File: src/rtl/vga_rx.sv
// rtl/vga_rx.sv - VGA receive timing decoder with lock FSM; frame CRC enabled by VGA_RX_CRC_EN
module vga_rx #(
  parameter int H_VISIBLE = 640,
  parameter int H_SYNC    = 96,
  parameter int H_BACK    = 48,
  parameter int H_TOTAL   = 800,
  parameter int V_VISIBLE = 480,
  parameter int V_SYNC    = 2,
  parameter int V_BACK    = 33,
  parameter int V_TOTAL   = 525
) (
  input  logic        clk,
  input  logic        rst,
  input  logic        hs,
  input  logic        vs,
  input  logic [11:0] rgb,
  output logic        px_valid,
  output logic [9:0]  px_x,
  output logic [9:0]  px_y,
  output logic [11:0] px_rgb,
  output logic        line_start,
  output logic        frame_start,
  output logic        locked,
  output logic        err,
  output logic [7:0]  err_count,
  output logic [15:0] frame_crc,
  output logic        crc_valid
);

  localparam logic [9:0] HX0    = 10'(H_SYNC + H_BACK);
  localparam logic [9:0] HX1    = 10'(H_SYNC + H_BACK + H_VISIBLE);
  localparam logic [9:0] VY0    = 10'(V_SYNC + V_BACK);
  localparam logic [9:0] VY1    = 10'(V_SYNC + V_BACK + V_VISIBLE);
  localparam logic [9:0] H_LAST = 10'(H_TOTAL - 1);
  localparam logic [9:0] H_END  = 10'(H_TOTAL);
  localparam logic [9:0] HS_W   = 10'(H_SYNC);
  localparam logic [9:0] V_LAST = 10'(V_TOTAL - 1);
  localparam logic [9:0] V_END  = 10'(V_TOTAL);
  localparam logic [9:0] X_LAST = 10'(H_VISIBLE - 1);
  localparam logic [9:0] Y_LAST = 10'(V_VISIBLE - 1);

  typedef enum logic [1:0] {SEARCH, HTRACK, VTRACK, LOCKED} state_t;

  state_t      state, state_n;
  logic        hs_q, vs_q, hs_d, vs_d;
  logic [11:0] rgb_q;
  logic [9:0]  h_prev, v_prev;
  logic        vs_pend;

  logic        hs_fall, hs_rise, vs_fall, boundary;
  logic [9:0]  cur_h, cur_v;
  logic        h_chk, v_chk, err_n, vis, show;

  // h_prev/v_prev hold the count of the previous registered sample; cur_* is this sample's count
  always_comb begin
    hs_fall  = hs_d & ~hs_q;
    hs_rise  = ~hs_d & hs_q;
    vs_fall  = vs_d & ~vs_q;
    boundary = hs_fall & (vs_pend | vs_fall);
    cur_h    = hs_fall ? 10'd0 : h_prev + 10'd1;
    if (boundary)
      cur_v = 10'd0;
    else if (hs_fall)
      cur_v = v_prev + 10'd1;
    else
      cur_v = v_prev;

    h_chk = (state != SEARCH);
    v_chk = (state == VTRACK) || (state == LOCKED);
    err_n = (h_chk && ((hs_fall && h_prev != H_LAST) ||
                       (!hs_fall && cur_h == H_END) ||
                       (hs_rise && cur_h != HS_W))) ||
            (v_chk && ((boundary && v_prev != V_LAST) ||
                       (hs_fall && !boundary && cur_v == V_END)));

    vis = (cur_h >= HX0) && (cur_h < HX1) && (cur_v >= VY0) && (cur_v < VY1);
  end

  // The registered err drives the FSM, so locked drops the cycle after the err pulse
  always_comb begin
    state_n = state;
    if (err) begin
      state_n = SEARCH;
    end else begin
      case (state)
        SEARCH:  if (hs_fall) state_n = HTRACK;
        HTRACK:  if (boundary) state_n = VTRACK;
        VTRACK:  if (boundary && !err_n) state_n = LOCKED;
        LOCKED:  state_n = LOCKED;
        default: state_n = SEARCH;
      endcase
    end
    show = vis && (state_n == LOCKED);
  end

  assign locked = (state == LOCKED);

  always_ff @(posedge clk) begin
    if (rst) begin
      hs_q        <= 1'b1;
      vs_q        <= 1'b1;
      hs_d        <= 1'b1;
      vs_d        <= 1'b1;
      rgb_q       <= '0;
      h_prev      <= '0;
      v_prev      <= '0;
      vs_pend     <= 1'b0;
      state       <= SEARCH;
      err         <= 1'b0;
      err_count   <= '0;
      px_valid    <= 1'b0;
      line_start  <= 1'b0;
      frame_start <= 1'b0;
      px_x        <= '0;
      px_y        <= '0;
      px_rgb      <= '0;
    end else begin
      hs_q    <= hs;
      vs_q    <= vs;
      rgb_q   <= rgb;
      hs_d    <= hs_q;
      vs_d    <= vs_q;
      h_prev  <= cur_h;
      v_prev  <= cur_v;
      if (boundary)
        vs_pend <= 1'b0;
      else if (vs_fall)
        vs_pend <= 1'b1;
      state <= state_n;
      err   <= err_n;
      if (err_n && err_count != 8'hFF)
        err_count <= err_count + 8'd1;
      px_valid    <= show;
      line_start  <= show && (cur_h == HX0);
      frame_start <= show && (cur_h == HX0) && (cur_v == VY0);
      if (show) begin
        px_x   <= cur_h - HX0;
        px_y   <= cur_v - VY0;
        px_rgb <= rgb_q;
      end
    end
  end

`ifdef VGA_RX_CRC_EN
  logic [15:0] crc, crc_n;

  function automatic logic [15:0] crc_step(input logic [15:0] c, input logic [11:0] d);
    logic [15:0] r;
    r = c;
    for (int i = 11; i >= 0; i--) begin
      if (r[15] ^ d[i])
        r = {r[14:0], 1'b0} ^ 16'h1021;
      else
        r = {r[14:0], 1'b0};
    end
    return r;
  endfunction

  always_comb begin
    crc_n = crc_step(frame_start ? 16'hFFFF : crc, px_rgb);
  end

  // The last visible pixel's update is latched straight into frame_crc
  always_ff @(posedge clk) begin
    if (rst) begin
      crc       <= 16'hFFFF;
      frame_crc <= '0;
      crc_valid <= 1'b0;
    end else begin
      crc_valid <= 1'b0;
      if (px_valid) begin
        crc <= crc_n;
        if (px_x == X_LAST && px_y == Y_LAST) begin
          frame_crc <= crc_n;
          crc_valid <= 1'b1;
        end
      end
    end
  end
`else
  assign frame_crc = '0;
  assign crc_valid = 1'b0;
`endif

endmodule
File: config.mk
export PLATFORM = sky130hd
export DESIGN_NAME = vga_rx
export DESIGN_NICKNAME = d
export VERILOG_FILES = /design/src/rtl/vga_rx.sv
export SDC_FILE = /design/constraint.sdc
export NUM_CORES = 1
export LEC_CHECK = 0
export ABC_AREA = 1
export CAP_MARGIN = 5
export CORE_ASPECT_RATIO = 0.6
export CORE_MARGIN = 2
export CORE_UTILIZATION = 45
export CTS_CLUSTER_SIZE = 24
export DETAILED_ROUTE_END_ITERATION = 6
export PLACE_DENSITY = 0.75
export SLEW_MARGIN = 30
export SYNTH_ARGS = -nofsm -noshare
export SYNTH_HDL_FRONTEND = slang
export SYNTH_SLANG_ARGS = --single-unit
File: constraint.sdc
create_clock -name clk -period 2.8 [get_ports clk]
set_clock_uncertainty 0.15 [all_clocks]
set_input_delay 0.56 -clock clk [delete_from_list [all_inputs] [get_ports clk]]
set_output_delay 0.56 -clock clk [all_outputs]
set_load 0.005 [all_outputs]
Word level (Yosys, flattened, before mapping)
Cells that the tools add are included.
- add/sub/neg operators: 5
- $lt $le $gt $ge: 4
- equality and inequality tests: 12
- multiplexer cells: 8
- bitwise operators: 8
- reductions and logical operators: 27
- operator list (operator ; count):
    10-bit 2-to-1 mux ; 3
    10-bit by 1-bit adder with 10-bit output (second input constant) ; 2
    10-bit == test (second input constant) ; 2
    10-bit less-than comparator (second input constant) ; 2
    10-bit != test (second input constant) ; 2
    1-bit logical AND ; 16
    10-bit by 6-bit == test with 1-bit output (second input constant) ; 1
    10-bit by 8-bit == test with 1-bit output (second input constant) ; 1
    10-bit by 6-bit greater-or-equal comparator with 1-bit output (second input constant) ; 1
    10-bit by 8-bit greater-or-equal comparator with 1-bit output (second input constant) ; 1
    10-bit by 7-bit != test with 1-bit output (second input constant) ; 1
    10-bit by 6-bit subtractor with 10-bit output (second input constant) ; 1
    10-bit by 8-bit subtractor with 10-bit output (second input constant) ; 1
    8-bit by 1-bit adder with 8-bit output (second input constant) ; 1
    2-bit 2-to-1 mux ; 4
    8-bit != test (second input constant) ; 1
    2-bit case mux with 4 select lines ; 1
    2-bit == test (second input constant) ; 3
    1-bit logical OR ; 5
    1-bit bitwise AND ; 4
    1-bit zero test ; 3
    1-bit inverter ; 3
    2-bit by 1-bit == test with 1-bit output (second input constant) ; 1
    2-bit zero test ; 1
    other kinds (3) ; 3
- flip-flop bits (word level): 83

Depth between registers and ports, before layout
Gate-level depths: netlist of run 1.
- word-level depth: 19
- gate-level depth with buffers: 22

Least setup slack after synthesis of run 1
Ideal clock, no wire load.
- path type: register to register
- from: register hs_q
- to: register px_x[4]
- setup time: 113 ps
- arrival: 2287 ps
- data required time: 2537 ps
- setup slack: 250 ps
- stages on the path, launching flop included: 17
- period minus slack after synthesis: 2550 ps
- path through: dfxtp_1 inv_2 nand2_2 buf_2 nor2_1 o21a_1 ha_1 nand3b_2 nor2_1 nand2_1 nand2_1 nand3_1 nor2_2 nand3_4 buf_4 nor2_1 nor2_1
- longest elaborated chain between the ends: 16
- ends and longest elaborated chain (item ; RTL line ; RTL):
    start, declared ; 45 ; logic hs_q, vs_q, hs_d, vs_d;
    start signal, assigned ; 118 ; hs_q <= hs;
    1-bit inverter (*) ; 56 ; hs_fall = hs_d & ~hs_q;
    1-bit bitwise AND (*) ; 56 ;
    10-bit 2-to-1 mux / 1-bit bitwise AND (equally long branches) ; 63, 59 ;
    10-bit 2-to-1 mux (*) ; 61 ; if (boundary)
    via cur_v[0] ; 51 ; logic [9:0] cur_h, cur_v;
    10-bit == test ; 74 ; (hs_fall && !boundary && cur_v == V_END)));
    1-bit logical AND ; 74 ;
    1-bit logical OR ; 73 ; (v_chk && ((boundary && v_prev != V_LAST) ||
    1-bit logical AND ; 73 ;
    1-bit logical OR ; 72 ; (hs_rise && cur_h != HS_W))) ||
    1-bit zero test ; 88 ; VTRACK: if (boundary && !err_n) state_n = LOCKED;
    1-bit logical AND ; 88 ;
    2-bit 2-to-1 mux ; 88 ;
    2-bit case mux with 4 select lines ; 85 ; case (state)
    2-bit 2-to-1 mux ; 82 ; if (err) begin
    2-bit == test ; 93 ; show = vis && (state_n == LOCKED);
    1-bit logical AND (*) ; 93 ;
    end signal, assigned ; 137 ; px_x <= cur_h - HX0;
    end, declared ; 18 ; output logic [9:0] px_x,
Mark *: on every way through the listed nets, which the timed path passes. The rest lies on a longest branch.
A chain may end at the register's enable or synchronous reset.

Final worst setup path of run 1
- from: register v_prev[1]
- to: register px_x[2]
- longest elaborated chain between the ends: 15
- ends and longest elaborated chain (item ; RTL line ; RTL):
    start, declared ; 47 ; logic [9:0] h_prev, v_prev;
    start signal, assigned ; 124 ; v_prev <= cur_v;
    10-bit by 1-bit adder with 10-bit output ; 64 ; cur_v = v_prev + 10'd1;
    10-bit 2-to-1 mux (*) ; 63 ; else if (hs_fall)
    10-bit 2-to-1 mux (*) ; 61 ;
    via cur_v[1] ; 51 ;
    10-bit == test ; 74 ;
    1-bit logical AND ; 74 ;
    1-bit logical OR ; 73 ;
    1-bit logical AND ; 73 ;
    1-bit logical OR ; 72 ;
    1-bit zero test ; 88 ;
    1-bit logical AND ; 88 ;
    2-bit 2-to-1 mux ; 88 ;
    2-bit case mux with 4 select lines ; 85 ;
    2-bit 2-to-1 mux ; 82 ;
    2-bit == test ; 93 ;
    1-bit logical AND (*) ; 93 ;
Marks and branches as above.

==> results_dict.tcl, run 1 <==
set metrics [dict create \
    cts_root_buf "clkbuf_16" \
    wire_per_inst_um 12.5 \
    crit_top_cell "nand2_1" \
    routed_via_density 4.82 \
    postLayoutCoreUtil_pct 59.2 \
    place.gp.congestion 1.01 \
    critPathArrivalTime_ps 2780 \
    post-route-min-period_ps 2660 \
    synth.most_common_cell "nand2_1" \
    tns_ps 0 \
    yosys_warnings 0 \
    cp-end-kind "flip-flop" \
    dp_hpwl_um 7160 \
    cp_max_fo 6 \
    overflow 0 \
    rows 27 \
    finalHoldViolations 0 \
    critical_path_required_ps 2920 \
    rsz0062_at_grt "true" \
    worstPathCellList "inv_1 -> ha_1 -> nand2_1 -> o21ai_2 -> ha_2 -> nand3b_4 -> o21ai_2 -> nand2_1 -> nor2_1 -> nor2_4 -> buf_6 -> buf_4 -> nand4_1 -> nand2_1 -> nor2_1" \
    power.density_mw_per_mm2 471 \
    synth_edf_count 0 \
    cts_tree "done" \
    syn2layout_area_growth_pct 28.3 \
    yosys-top-cells-count "nand2_1 (160), nor2_1 (115), inv_1 (96)" \
    synth_ff_type "dfxtp_1" \
    synth_fa_ha_area_share_pct 2.67 \
    critPathTopFamily "simple AND/OR/NAND/NOR gates" \
    cts.sinks 83 \
    synth_area_leaders "dfxtp_1 (39%), nand2_1 (14%), nor2_1 (10%)" \
    multiInputGateArea_mm2 0.00208 \
    synthMuxAreaShare_pct 0 \
    io_pins 78 \
    synthCells 629 \
    grt_start_max_net_pins 43 \
    holdCritPathClass "reg -> reg" \
    tightestPinTransition_ps 529 \
    clock.fmax_ghz 0.375 \
    drc_errors 0 \
    antenna_cells 0 \
    cts_hold_buf 0 \
    finalCritPeriodShare_pct 95.2 \
    regArea_mm2 0.00167 \
    cp_slowest_cell "dfxtp_1" \
    crit_type "reg -> reg" \
    r2r-start "v_prev[1]$_SDFF_PP0_" \
    critPathLaunch "v_prev[1]$_SDFF_PP0_" \
    die_h_um 78.9 \
    critical_path.max_stage_delay_ps 350 \
    yosys.area_share.simple_pct 36.0 \
    grt_pass1_vias 3694 \
    ant_nets 0 \
    drt-total-wl_um 10300 \
    cts_max_path_buffers 2 \
    p_leak_uw 0.00261 \
    drtIter0Drc 269 \
    syn_area_mm2 0.00421 \
    relSlewSlack_pct 64.3 \
    cp.buffers_inverters 3 \
    clock_latency_ps 330 \
    synthArstFlopShare_pct 0 \
    cts.clk_slew.worst_paths_ps 60 \
    grt.total_usage_pct 20.7 \
    layout.nets 729 \
    fillCellCount 818 \
    synth_cell_type_count 33 \
    io_buffers 60 \
    yosysTopAreaCell "dfxtp_1" \
    synth_compound_area_share_pct 3.45 \
    core_mm2 0.00912 \
    peakVddDrop_v 0.000401 \
    grt_pass1_wl_um 16700 \
    synth-seq-cells 83 \
    fin_ws_ps 136 \
    post-place-ws_ps -150 \
    drv_slew 0 \
    die_width_um 129 \
    avgSynthCellArea_um2 6.70 \
    dp.cells 799 \
    start_util_pct 46.2 \
    cts.htree.levels 3 \
    hp-start "vs_q$_SDFF_PP1_" \
    synth_xor_area_share_pct 3.33 \
    route.vias.total 3971 \
    dieArea_mm2 0.0102 \
    synth_top_family_by_area "simple AND/OR/NAND/NOR gates" \
    yosysSeqAreaShare_pct 39.4 \
    startpoint_type "flip-flop" \
    cap_violations 0 \
    antenna_found_initial 0 \
    drive_gt1_share_pct 12.7 \
    setup_viol 0 \
    synth_top_area_share_pct 39.4 \
    firstDrtPassIters 6 \
    total_power_uw 2540 \
    cts_buffers 9 \
    status "completed" \
    final_cells 824 \
]
==> worst reg2reg max path: cells and delay by family (launching register included) <==
family | cells | cell delay (ps)
AOI/OAI and AO/OA | 2 | 330
adders and majority gates | 2 | 490
buffers and inverters | 3 | 360
DFF | 1 | 350
and+or+nand+nor | 8 | 920
==> flip-flops by register name, indices dropped and copies added (netlist names), 2 cells and up <==
signal,count
rgb_q,12
px_rgb,12
v_prev,10
err_count,8
px_y,10
h_prev,10
state,2
px_x,10
==> final timing paths <==
kind	cells past startpoint	to	slack [ps]
min	2	vs_d$_SDFF_PP1_	270
min reg2reg	2	vs_d$_SDFF_PP1_	270
max	15	px_x[2]$_SDFFE_PP0P_	140
max reg2reg	15	px_x[2]$_SDFFE_PP0P_	140
==> power by group <==
group	internal (uW)	switching, uW	total, uW
sequential	1200	13.1	1210
combinational	59.0	92.0	151
clock	734	444	1180
total	1990	549	2540
==> cell type report <==
type / instances / share of cell area, %
multi-input cells: 421 / 38.5
repair buffers: 84 / 15.1
inverters: 105 / 7.34
flip-flops and latches: 83 / 30.9
clock inverters: 2 / 0.648
well taps: 116 / 2.69
clock buffers: 13 / 4.82
==> kinds of logic after synthesis <==
family / after synthesis
buf+inv: 141
xor+xnor: 16
fa+ha+maj: 9
simple gates: 353
flops: 83
compound gates: 26
other cells: 1
==> routing by layer <==
metal | up-vias | routed length (um) | track usage, %
met5 | - | 0 | 0
met4 | 0 | 82 | 5.22
met3 | 11 | 682 | 6.54
met2 | 114 | 4830 | 33.8
met1 | 1823 | 4670 | 26.7
li1 | 2023 | - | -
==> repair_timing <==
item,4_1_cts,5_1_grt
resized for setup,7,33
endpoints found under the setup margin,4,44
pin swaps,0,7
setup buffers,2,8
==> through the flow <==
step | instance area (um^2) | hold slack, ps
floorplan | 4270 | 242
global placement | 4910 | 258
detailed placement | 4910 | 259
CTS | 5240 | 272
global route | 5400 | 307
finish | 5400 | 271
==> layout by cell type (no fill, tap or decap), types with 2 or more instances in the layout <==
cell type | synthesis | final
conb_1 | 1 | 17
inv_1 | 96 | 93
nand4_1 | 22 | 22
buf_12 | 0 | 2
or2_2 | 2 | 2
nor2_4 | 2 | 4
dfxtp_2 | 0 | 3
nor2_1 | 115 | 111
buf_6 | 4 | 3
o21ai_2 | 1 | 2
buf_4 | 19 | 19
nor2_2 | 3 | 5
clkdlybuf4s50_1 | 0 | 60
xor2_1 | 11 | 11
inv_2 | 9 | 11
nand2_1 | 160 | 152
clkbuf_1 | 10 | 2
nand3_2 | 4 | 9
o21ai_0 | 8 | 6
dfxtp_1 | 83 | 79
ha_1 | 9 | 7
clkbuf_16 | 0 | 9
a21oi_1 | 9 | 9
xnor2_1 | 5 | 5
nand3_1 | 32 | 27
clkbuf_8 | 0 | 2
nor3_1 | 6 | 5
nand2_2 | 2 | 10
o21ai_1 | 4 | 5
o21bai_1 | 2 | 2
Power figures use the tool's default switching activity.
==> run 2, diff against run 1 <==
--- a/config.mk
+++ b/config.mk
@@ -13,7 +13,6 @@
 export CTS_CLUSTER_SIZE = 24
 export DETAILED_ROUTE_END_ITERATION = 6
 export PLACE_DENSITY = 0.75
-export SLEW_MARGIN = 30
 export SYNTH_ARGS = -nofsm -noshare
 export SYNTH_HDL_FRONTEND = slang
 export SYNTH_SLANG_ARGS = --single-unit
==> results of run 2 <==
Same layout as run 1: the final DEF is identical, and so are final timing and power.
==> run 3, diff against run 2 <==
--- a/config.mk
+++ b/config.mk
@@ -10,9 +10,12 @@
 export CORE_ASPECT_RATIO = 0.6
 export CORE_MARGIN = 2
 export CORE_UTILIZATION = 45
+export CTS_CLUSTER_DIAMETER = 60
 export CTS_CLUSTER_SIZE = 24
 export DETAILED_ROUTE_END_ITERATION = 6
 export PLACE_DENSITY = 0.75
+export RECOVER_POWER = 100
+export SKIP_LAST_GASP = 1
 export SYNTH_ARGS = -nofsm -noshare
 export SYNTH_HDL_FRONTEND = slang
 export SYNTH_SLANG_ARGS = --single-unit
==> results of run 3 <==
Same layout as run 1: the final DEF is identical, and so are final timing and power.
